--- src/rtl/sram_read_scheduler.sv ---
// sram_read_scheduler
//   Front end for a banked SRAM cluster. Two requesters issue read lookups
//   ({bank, row} address plus a tag). The scheduler drives one read enable
//   and row address per bank, picks a winner round-robin when both ports
//   target the same bank, captures the bank's data one cycle later and
//   returns it with the original tag through a per-port response FIFO.
//
//   Handshakes: a transfer happens on a rising edge where valid and ready
//   are both 1. req_ready_o may depend combinationally on the other port's
//   valid and bank; resp_valid_o never depends on resp_ready_i.
//
// Ports
//   clock_i        single clock, all state on rising edge
//   reset_ni       asynchronous active-low reset
//   req_valid_i    [2]            per-port request valid
//   req_ready_o    [2]            per-port request accepted this cycle
//   req_addr_i     [2*(BANK_W+ADDR_W)] per port {bank, row}, port p at slice p
//   req_tag_i      [2*TAG_W]      per-port tag
//   sram_r_en_o    [NUM_BANKS]    per-bank read enable
//   sram_r_addr_o  [NUM_BANKS*ADDR_W] per-bank row address, bank b at slice b
//   sram_r_data_i  [NUM_BANKS*DATA_W] per-bank read data, one cycle after enable
//   resp_valid_o   [2]            per-port response valid
//   resp_ready_i   [2]            per-port response ready
//   resp_data_o    [2*DATA_W]     per-port read data
//   resp_tag_o     [2*TAG_W]      per-port tag
module sram_read_scheduler #(
  parameter int NUM_BANKS  = 16,
  parameter int BANK_W     = $clog2(NUM_BANKS),
  parameter int ADDR_W     = 8,
  parameter int DATA_W     = 64,
  parameter int TAG_W      = 4,
  parameter int RESP_DEPTH = 4
) (
  input  logic                          clock_i,
  input  logic                          reset_ni,
  input  logic [1:0]                    req_valid_i,
  output logic [1:0]                    req_ready_o,
  input  logic [2*(BANK_W+ADDR_W)-1:0]  req_addr_i,
  input  logic [2*TAG_W-1:0]            req_tag_i,
  output logic [NUM_BANKS-1:0]          sram_r_en_o,
  output logic [NUM_BANKS*ADDR_W-1:0]   sram_r_addr_o,
  input  logic [NUM_BANKS*DATA_W-1:0]   sram_r_data_i,
  output logic [1:0]                    resp_valid_o,
  input  logic [1:0]                    resp_ready_i,
  output logic [2*DATA_W-1:0]           resp_data_o,
  output logic [2*TAG_W-1:0]            resp_tag_o
);

  localparam int REQ_W = BANK_W + ADDR_W;
  localparam int ENT_W = DATA_W + TAG_W;
  localparam int PTR_W = (RESP_DEPTH > 1) ? $clog2(RESP_DEPTH) : 1;
  localparam int CNT_W = $clog2(RESP_DEPTH + 1);

  // ---------------------------------------------------------------------
  // Request field decode
  // ---------------------------------------------------------------------
  logic [BANK_W-1:0] req_bank [2];
  logic [ADDR_W-1:0] req_row  [2];
  logic [TAG_W-1:0]  req_tag  [2];

  always_comb begin
    for (int p = 0; p < 2; p++) begin
      req_bank[p] = req_addr_i[p*REQ_W+ADDR_W +: BANK_W];
      req_row[p]  = req_addr_i[p*REQ_W +: ADDR_W];
      req_tag[p]  = req_tag_i[p*TAG_W +: TAG_W];
    end
  end

  // ---------------------------------------------------------------------
  // State
  // ---------------------------------------------------------------------
  logic [CNT_W-1:0]  count_q    [2];
  logic [CNT_W-1:0]  count_d    [2];
  logic [PTR_W-1:0]  wr_ptr_q   [2];
  logic [PTR_W-1:0]  wr_ptr_d   [2];
  logic [PTR_W-1:0]  rd_ptr_q   [2];
  logic [PTR_W-1:0]  rd_ptr_d   [2];
  logic [1:0]        inflight_q;
  logic [1:0]        inflight_d;
  logic [BANK_W-1:0] bank_q     [2];
  logic [BANK_W-1:0] bank_d     [2];
  logic [TAG_W-1:0]  tag_q      [2];
  logic [TAG_W-1:0]  tag_d      [2];
  logic              rr_ptr_q;
  logic              rr_ptr_d;
  logic [ENT_W-1:0]  mem_q      [2][RESP_DEPTH];

  // ---------------------------------------------------------------------
  // Credit and arbitration
  // ---------------------------------------------------------------------
  logic [1:0]       has_credit;
  logic             conflict;
  logic [1:0]       grant;
  logic [1:0]       push;
  logic [1:0]       pop;
  logic [ENT_W-1:0] push_ent [2];

  // Credit counts both queued entries and the read that is still in the
  // SRAM pipeline, so an accepted request always has a FIFO slot waiting.
  always_comb begin
    for (int p = 0; p < 2; p++) begin
      has_credit[p] = ({1'b0, count_q[p]} + (CNT_W+1)'(inflight_q[p]))
                      < (CNT_W+1)'(RESP_DEPTH);
    end
  end

  // A conflict only exists when both ports could actually be granted;
  // if one lacks credit the other proceeds and rr_ptr stays put.
  assign conflict = (&req_valid_i) && (&has_credit) && (req_bank[0] == req_bank[1]);

  always_comb begin
    for (int p = 0; p < 2; p++) begin
      req_ready_o[p] = reset_ni && has_credit[p] && !(conflict && (rr_ptr_q != 1'(p)));
    end
  end

  assign grant    = req_valid_i & req_ready_o;
  assign rr_ptr_d = conflict ? ~rr_ptr_q : rr_ptr_q;

  // ---------------------------------------------------------------------
  // Bank drive: grants never share a bank, so at most one port writes
  // each bank's enable/address in a given cycle.
  // ---------------------------------------------------------------------
  always_comb begin
    sram_r_en_o   = '0;
    sram_r_addr_o = '0;
    for (int p = 0; p < 2; p++) begin
      if (grant[p]) begin
        sram_r_en_o[req_bank[p]] = 1'b1;
        sram_r_addr_o[int'(req_bank[p])*ADDR_W +: ADDR_W] = req_row[p];
      end
    end
  end

  // ---------------------------------------------------------------------
  // In-flight stage and capture
  // ---------------------------------------------------------------------
  function automatic logic [PTR_W-1:0] ptr_inc(input logic [PTR_W-1:0] ptr);
    if (ptr == PTR_W'(RESP_DEPTH - 1)) return '0;
    return ptr + 1'b1;
  endfunction

  always_comb begin
    inflight_d = grant;
    for (int p = 0; p < 2; p++) begin
      bank_d[p]   = grant[p] ? req_bank[p] : bank_q[p];
      tag_d[p]    = grant[p] ? req_tag[p]  : tag_q[p];
      push[p]     = inflight_q[p];
      push_ent[p] = {sram_r_data_i[int'(bank_q[p])*DATA_W +: DATA_W], tag_q[p]};
      pop[p]      = (count_q[p] != '0) && resp_ready_i[p];
      count_d[p]  = count_q[p] + CNT_W'(push[p]) - CNT_W'(pop[p]);
      wr_ptr_d[p] = push[p] ? ptr_inc(wr_ptr_q[p]) : wr_ptr_q[p];
      rd_ptr_d[p] = pop[p]  ? ptr_inc(rd_ptr_q[p]) : rd_ptr_q[p];
    end
  end

  always_ff @(posedge clock_i or negedge reset_ni) begin
    if (!reset_ni) begin
      inflight_q <= '0;
      rr_ptr_q   <= 1'b0;
      for (int p = 0; p < 2; p++) begin
        count_q[p]  <= '0;
        wr_ptr_q[p] <= '0;
        rd_ptr_q[p] <= '0;
        bank_q[p]   <= '0;
        tag_q[p]    <= '0;
      end
    end else begin
      inflight_q <= inflight_d;
      rr_ptr_q   <= rr_ptr_d;
      for (int p = 0; p < 2; p++) begin
        count_q[p]  <= count_d[p];
        wr_ptr_q[p] <= wr_ptr_d[p];
        rd_ptr_q[p] <= rd_ptr_d[p];
        bank_q[p]   <= bank_d[p];
        tag_q[p]    <= tag_d[p];
      end
    end
  end

  // FIFO storage carries no reset: an entry is only visible once count_q
  // covers it, and count_q is cleared asynchronously.
  always_ff @(posedge clock_i) begin
    for (int p = 0; p < 2; p++) begin
      if (push[p]) mem_q[p][wr_ptr_q[p]] <= push_ent[p];
    end
  end

  // ---------------------------------------------------------------------
  // Response outputs (registered FIFO head, no bypass)
  // ---------------------------------------------------------------------
  always_comb begin
    for (int p = 0; p < 2; p++) begin
      resp_valid_o[p]                    = (count_q[p] != '0);
      resp_data_o[p*DATA_W +: DATA_W]    = mem_q[p][rd_ptr_q[p]][ENT_W-1:TAG_W];
      resp_tag_o[p*TAG_W +: TAG_W]       = mem_q[p][rd_ptr_q[p]][TAG_W-1:0];
    end
  end

endmodule

--- config.mk ---
export PLATFORM = sky130hd
export DESIGN_NAME = sram_read_scheduler
export DESIGN_NICKNAME = d
export VERILOG_FILES = /design/src/rtl/sram_read_scheduler.sv
export SDC_FILE = /design/constraint.sdc
export NUM_CORES = 1
export LEC_CHECK = 0
export ABC_CLOCK_PERIOD_IN_PS = 3860
export CAP_MARGIN = 20
export CELL_PAD_IN_SITES_DETAIL_PLACEMENT = 1
export CELL_PAD_IN_SITES_GLOBAL_PLACEMENT = 2
export CORE_AREA = 2 2 522 524
export DETAILED_ROUTE_END_ITERATION = 8
export DIE_AREA = 0 0 524 526
export PLACE_DENSITY_LB_ADDON = 0.1
export SYNTH_ARGS = -nofsm -noshare
export SYNTH_HDL_FRONTEND = slang
export SYNTH_SLANG_ARGS = --single-unit
--- constraint.sdc ---
create_clock -name clock_i -period 3.86 [get_ports clock_i]
set_clock_uncertainty 0.05 [all_clocks]
set_input_delay 0.386 -clock clock_i [delete_from_list [all_inputs] [get_ports clock_i]]
set_output_delay 0.386 -clock clock_i [all_outputs]
set_load 0.005 [all_outputs]
==> impl_results.html <==
<table>
<tr><th>Metric</th><th>Value</th></tr>
<tr><th colspan="2">Route</th></tr>
<tr><td>Average detailed-routed wire length per instance</td><td>37.41 um</td></tr>
<tr><td>Detailed Route WL</td><td>275300 um</td></tr>
<tr><td>Final ANT Viol Nets</td><td>0</td></tr>
<tr><td>DRC violation total after the first TritonRoute iteration</td><td>1806</td></tr>
<tr><td>Number of vias after detailed routing</td><td>31930</td></tr>
<tr><td>Post-route DRC</td><td>0</td></tr>
<tr><td>Router iterations before antenna repair</td><td>4</td></tr>
<tr><td>Detail-routed via count per cell</td><td>4.340</td></tr>
<tr><th colspan="2">Logic synthesis</th></tr>
<tr><td>Synthesized area divided by synthesized cell count</td><td>18.06 sq um</td></tr>
<tr><td>Post-synthesis cell area</td><td>39920 sq um</td></tr>
<tr><td>Top flip-flop cell by instance count after synthesis</td><td>edfxtp_1</td></tr>
<tr><td>Number of cells produced by synthesis</td><td>2210</td></tr>
<tr><td>Unique cell type count in the Yosys netlist</td><td>59</td></tr>
<tr><td>Post-synth EDFFs</td><td>544</td></tr>
<tr><td>Number of storage elements in the synthesis netlist</td><td>577</td></tr>
<tr><td>Synthesized Nets</td><td>3302</td></tr>
<tr><td>Async set-or-reset flop fraction in the synthesized netlist</td><td>0.05719</td></tr>
<tr><td>Seq/Total Area, Yosys</td><td>0.4299</td></tr>
<tr><td>Number of warning messages in the yosys log</td><td>0</td></tr>
<tr><th colspan="2">Layout</th></tr>
<tr><td>Area growth syn-to-layout</td><td>57.08%</td></tr>
<tr><td>Final nets</td><td>4777</td></tr>
<tr><td>Post-layout utilization of the core</td><td>0.2324</td></tr>
<tr><td>Share of layout cells above drive strength 1</td><td>0.3844</td></tr>
<tr><td>Most used cells in the layout excluding fill and tap cells</td><td>1198 x clkdlybuf4s50_1, 776 x mux4_2, 544 x edfxtp_1</td></tr>
<tr><td>Commonest non-fill, non-tap cell in the layout</td><td>clkdlybuf4s50_1</td></tr>
<tr><th colspan="2">Clock tree</th></tr>
<tr><td>Register clock-pin slew on the reported worst setup and hold paths</td><td>0.06 ns</td></tr>
<tr><td>Number of clock sinks</td><td>577</td></tr>
<tr><td>H-tree depth</td><td>3</td></tr>
<tr><td>Cell at the root of the clock tree</td><td>clkbuf_16</td></tr>
<tr><td>Num CTS Buffers</td><td>74</td></tr>
<tr><td>Skew-Pair Late Insertion Delay</td><td>0.67 ns</td></tr>
<tr><td>Clock tree from TritonCTS</td><td>done</td></tr>
<tr><td>Clock tree buffer depth</td><td>3</td></tr>
<tr><th colspan="2">Timing</th></tr>
<tr><td>Setup repair after global routing missed its margin</td><td>true</td></tr>
<tr><td>Period minus WS final</td><td>3.824 ns</td></tr>
<tr><td>Hold_ws</td><td>0.1918 ns</td></tr>
<tr><td>Relative slew margins</td><td>0.3814</td></tr>
<tr><td>Setup total negative slack</td><td>0 ns</td></tr>
<tr><td>Max Freq</td><td>261.5 MHz</td></tr>
<tr><td>Final setup vio count</td><td>0</td></tr>
<tr><td>Final slew viol count</td><td>0</td></tr>
<tr><td>Worst Tran Pin Value</td><td>0.9279 ns</td></tr>
<tr><td>Hold Fails Final Rpt</td><td>0</td></tr>
<tr><td>Final period util</td><td>0.9908</td></tr>
<tr><th colspan="2">Setup path</th></tr>
<tr><td>Capturing point of the worst reg2reg path</td><td>mem_q[0][32]$_DFFE_PP_</td></tr>
<tr><td>Cell breakdown of the critical path</td><td>ha_2 &gt; o211a_1 &gt; o22ai_4 &gt; buf_6 &gt; nor4bb_4 &gt; buf_6 &gt; buf_6 &gt; a211oi_4 &gt; and2_4 &gt; buf_12 &gt; mux2_2 &gt; dlygate4sd2_1</td></tr>
<tr><td>Critical register-to-register path startpoint</td><td>bank_q[4]$_DFFE_PN0P_</td></tr>
<tr><td>Endpoint of the worst setup timing path</td><td>sram_r_addr_o[75]</td></tr>
<tr><td>Kind of end point of the critical path</td><td>output port</td></tr>
<tr><td>Critical path class</td><td>flip-flop to output port</td></tr>
<tr><td>Data arrival at the endpoint of the critical path</td><td>3.39 ns</td></tr>
<tr><td>Required time of the critical path</td><td>3.42 ns</td></tr>
<tr><td>Largest stage delay on the critical path</td><td>0.36 ns</td></tr>
<tr><td>CP most frequent cell</td><td>buf_6</td></tr>
<tr><td>Register-to-Register Setup Slack</td><td>0.82 ns</td></tr>
<tr><td>Largest fanout on the critical path</td><td>8</td></tr>
<tr><td>Launch point of the critical path</td><td>count_q[1]$_DFF_PN0_</td></tr>
<tr><td>Slowest CP cell</td><td>dfrtp_1</td></tr>
<tr><td>Setup crit start kind</td><td>flip-flop</td></tr>
<tr><td>Count of cells along the worst register-to-register path</td><td>3</td></tr>
<tr><th colspan="2">Job</th></tr>
<tr><td>Number of maximum-capacitance violations</td><td>0</td></tr>
<tr><th colspan="2">Place</th></tr>
<tr><td>Port buffer count</td><td>1345</td></tr>
<tr><td>GPL Wtd Cong</td><td>0.8423</td></tr>
<tr><td>HPWL Detailed</td><td>223300 um</td></tr>
<tr><th colspan="2">Die</th></tr>
<tr><td>Full die area</td><td>275600 sq um</td></tr>
<tr><td>Number of ports placed on the die boundary</td><td>1346</td></tr>
<tr><td>Effective utilization at floorplan</td><td>0.1480</td></tr>
<tr><td>Die X</td><td>524 um</td></tr>
<tr><td>Core outline area</td><td>269800 sq um</td></tr>
<tr><td>Standard-cell rows</td><td>191</td></tr>
<tr><td>Die Height</td><td>526 um</td></tr>
<tr><th colspan="2">Global route</th></tr>
<tr><td>Initial antenna violation count</td><td>143</td></tr>
<tr><td>First-pass GRT wire length</td><td>357800 um</td></tr>
<tr><td>Via count of the first global-routing pass</td><td>35080</td></tr>
<tr><td>Maximum number of pins on one net before global-route repair</td><td>60</td></tr>
<tr><td>Total gr overflow</td><td>0</td></tr>
<tr><td>GRT Util Overall</td><td>0.1949</td></tr>
<tr><th colspan="2">Power</th></tr>
<tr><td>Final Total Pwr</td><td>41.87 mW</td></tr>
<tr><td>Max rail drop VDD</td><td>0.4406 mV</td></tr>
<tr><td>Areal power density over the cells</td><td>667.7 nW/um^2</td></tr>
<tr><td>Leak</td><td>20.00 nW</td></tr>
<tr><th colspan="2">Outcome</th></tr>
<tr><td>Run status</td><td>finished, final reports clean</td></tr>
<tr><th colspan="2">Hold path</th></tr>
<tr><td>Class of the tightest hold or removal check</td><td>input port to async pin</td></tr>
</table>
==> cell families after synthesis <==
kind of cell | share of synthesized area
flip-flops | 0.4299
AND/OR/NAND/NOR | 0.05218
adder cells (fa/ha/maj) | 0.009778
XOR/XNOR | 0.001536
multiplexers | 0.4628
buffers and inverters | 0.02846
AO/OA/AOI/OAI | 0.01539
==> state kept, by name, indices dropped and copies added, names as in the netlist <==
register    flops
rr_ptr_q        1
rd_ptr_q        4
wr_ptr_q        4
bank_q          8
count_q         6
push_ent        8
inflight_q      2
mem_q         544
==> cell usage after synthesis (3+ instances only) <==
master	instances	area (sq um)
inv_1	24	90.09
nor3b_1	4	30.03
buf_6	5	56.30
o31ai_1	22	165.2
mux2i_1	74	740.7
edfxtp_1	544	16340
or3_1	4	25.02
buf_4	8	60.06
nand2_1	92	345.3
xnor2_1	3	26.28
nand4b_1	7	61.31
dfrtp_1	33	825.8
or4_1	8	60.06
nor4b_1	3	26.28
mux2_2	23	259.0
clkbuf_1	145	544.3
nand3_1	25	125.1
a21o_1	3	22.52
nand2b_1	10	62.56
nor2b_1	12	75.07
nor2_1	10	37.54
and2_1	36	225.2
mux4_2	776	17480
xor2_1	4	35.03
o22ai_1	9	56.30
o21ai_0	16	80.08
and3_1	16	100.1
nor3_1	14	70.07
buf_1	62	232.7
nor4_1	16	100.1
a32o_1	4	40.04
ha_1	28	350.3
nand3b_1	6	45.04
buf_2	29	145.1
a22o_1	11	96.34
nand4_1	92	575.6
==> final cells by class <==
cell class	count	area [sq um]
Fill cell	29090	207100
Multi-Input combinational cell	1358	22270
Sequential cell	577	17210
Timing Repair Buffer	1648	16300
Tap cell	3570	4467
Clock buffer	95	1962
Clock inverter	34	265.3
Antenna cell	50	125.1
Inverter	26	110.1
==> critical path: cells and delay by family (launching register included) <==
| kind | cells | cell delay, ns |
|---|---|---|
| buf+inv | 5 | 0.82 |
| compound gates | 3 | 0.61 |
| simple gates | 2 | 0.39 |
| flops | 1 | 0.36 |
| mux | 1 | 0.34 |
| fa+ha+maj | 1 | 0.19 |
==> layer usage <==
metal / GRT usage / vias to the layer above / share of wire
met2: 0.3444 / 1255 / 0.51
met5: 0 / - / 0.00089
met4: 0.04093 / 40 / 0.018
met1: 0.2281 / 17370 / 0.39
met3: 0.06266 / 294 / 0.079
li1: - / 12970 / -
==> worst min-delay path by stage <==
stage	startpoint	to
2_1_floorplan	reset_ni	bank_q[0]$_DFFE_PN0N_
3_3_place_gp	reset_ni	rr_ptr_q$_DFFE_PN0N_
3_5_place_dp	reset_ni	rr_ptr_q$_DFFE_PN0N_
4_1_cts	reset_ni	rr_ptr_q$_DFFE_PN0N_
5_1_grt	reset_ni	rr_ptr_q$_DFFE_PN0N_
6_report	reset_ni	rr_ptr_q$_DFFE_PN0N_
==> report_power, final <==
group / switching, mW / internal [mW] / leakage (nW)
Sequential: 1.23 / 9.46 / 5.30
Combinational: 12.8 / 11.9 / 13.6
Clock: 2.80 / 3.66 / 1.06
==> timing repair <==
item | 4_1_cts | 5_1_grt
pin swaps | 22 | 26
hold endpoints to repair | 33 | 0
endpoints found under the setup margin | 146 | 146
hold buffers | 1 | 0
buffers inserted | 27 | 25
gates cloned | 5 | 2
resized for setup | 500 | 154
==> metrics by stage <==
stage | instance area (sq um) | setup slack [ns] | std cells
final | 62710 | 0.03569 | 7358
after floorplan | 39920 | 0.7994 | 2210
after global routing | 62640 | -0.1532 | 7328
after CTS | 62440 | -0.3360 | 7295
after global placement | 59610 | -0.4353 | 7133
after detailed placement | 59610 | -0.4145 | 7133
Power figures use the tool's default switching activity.
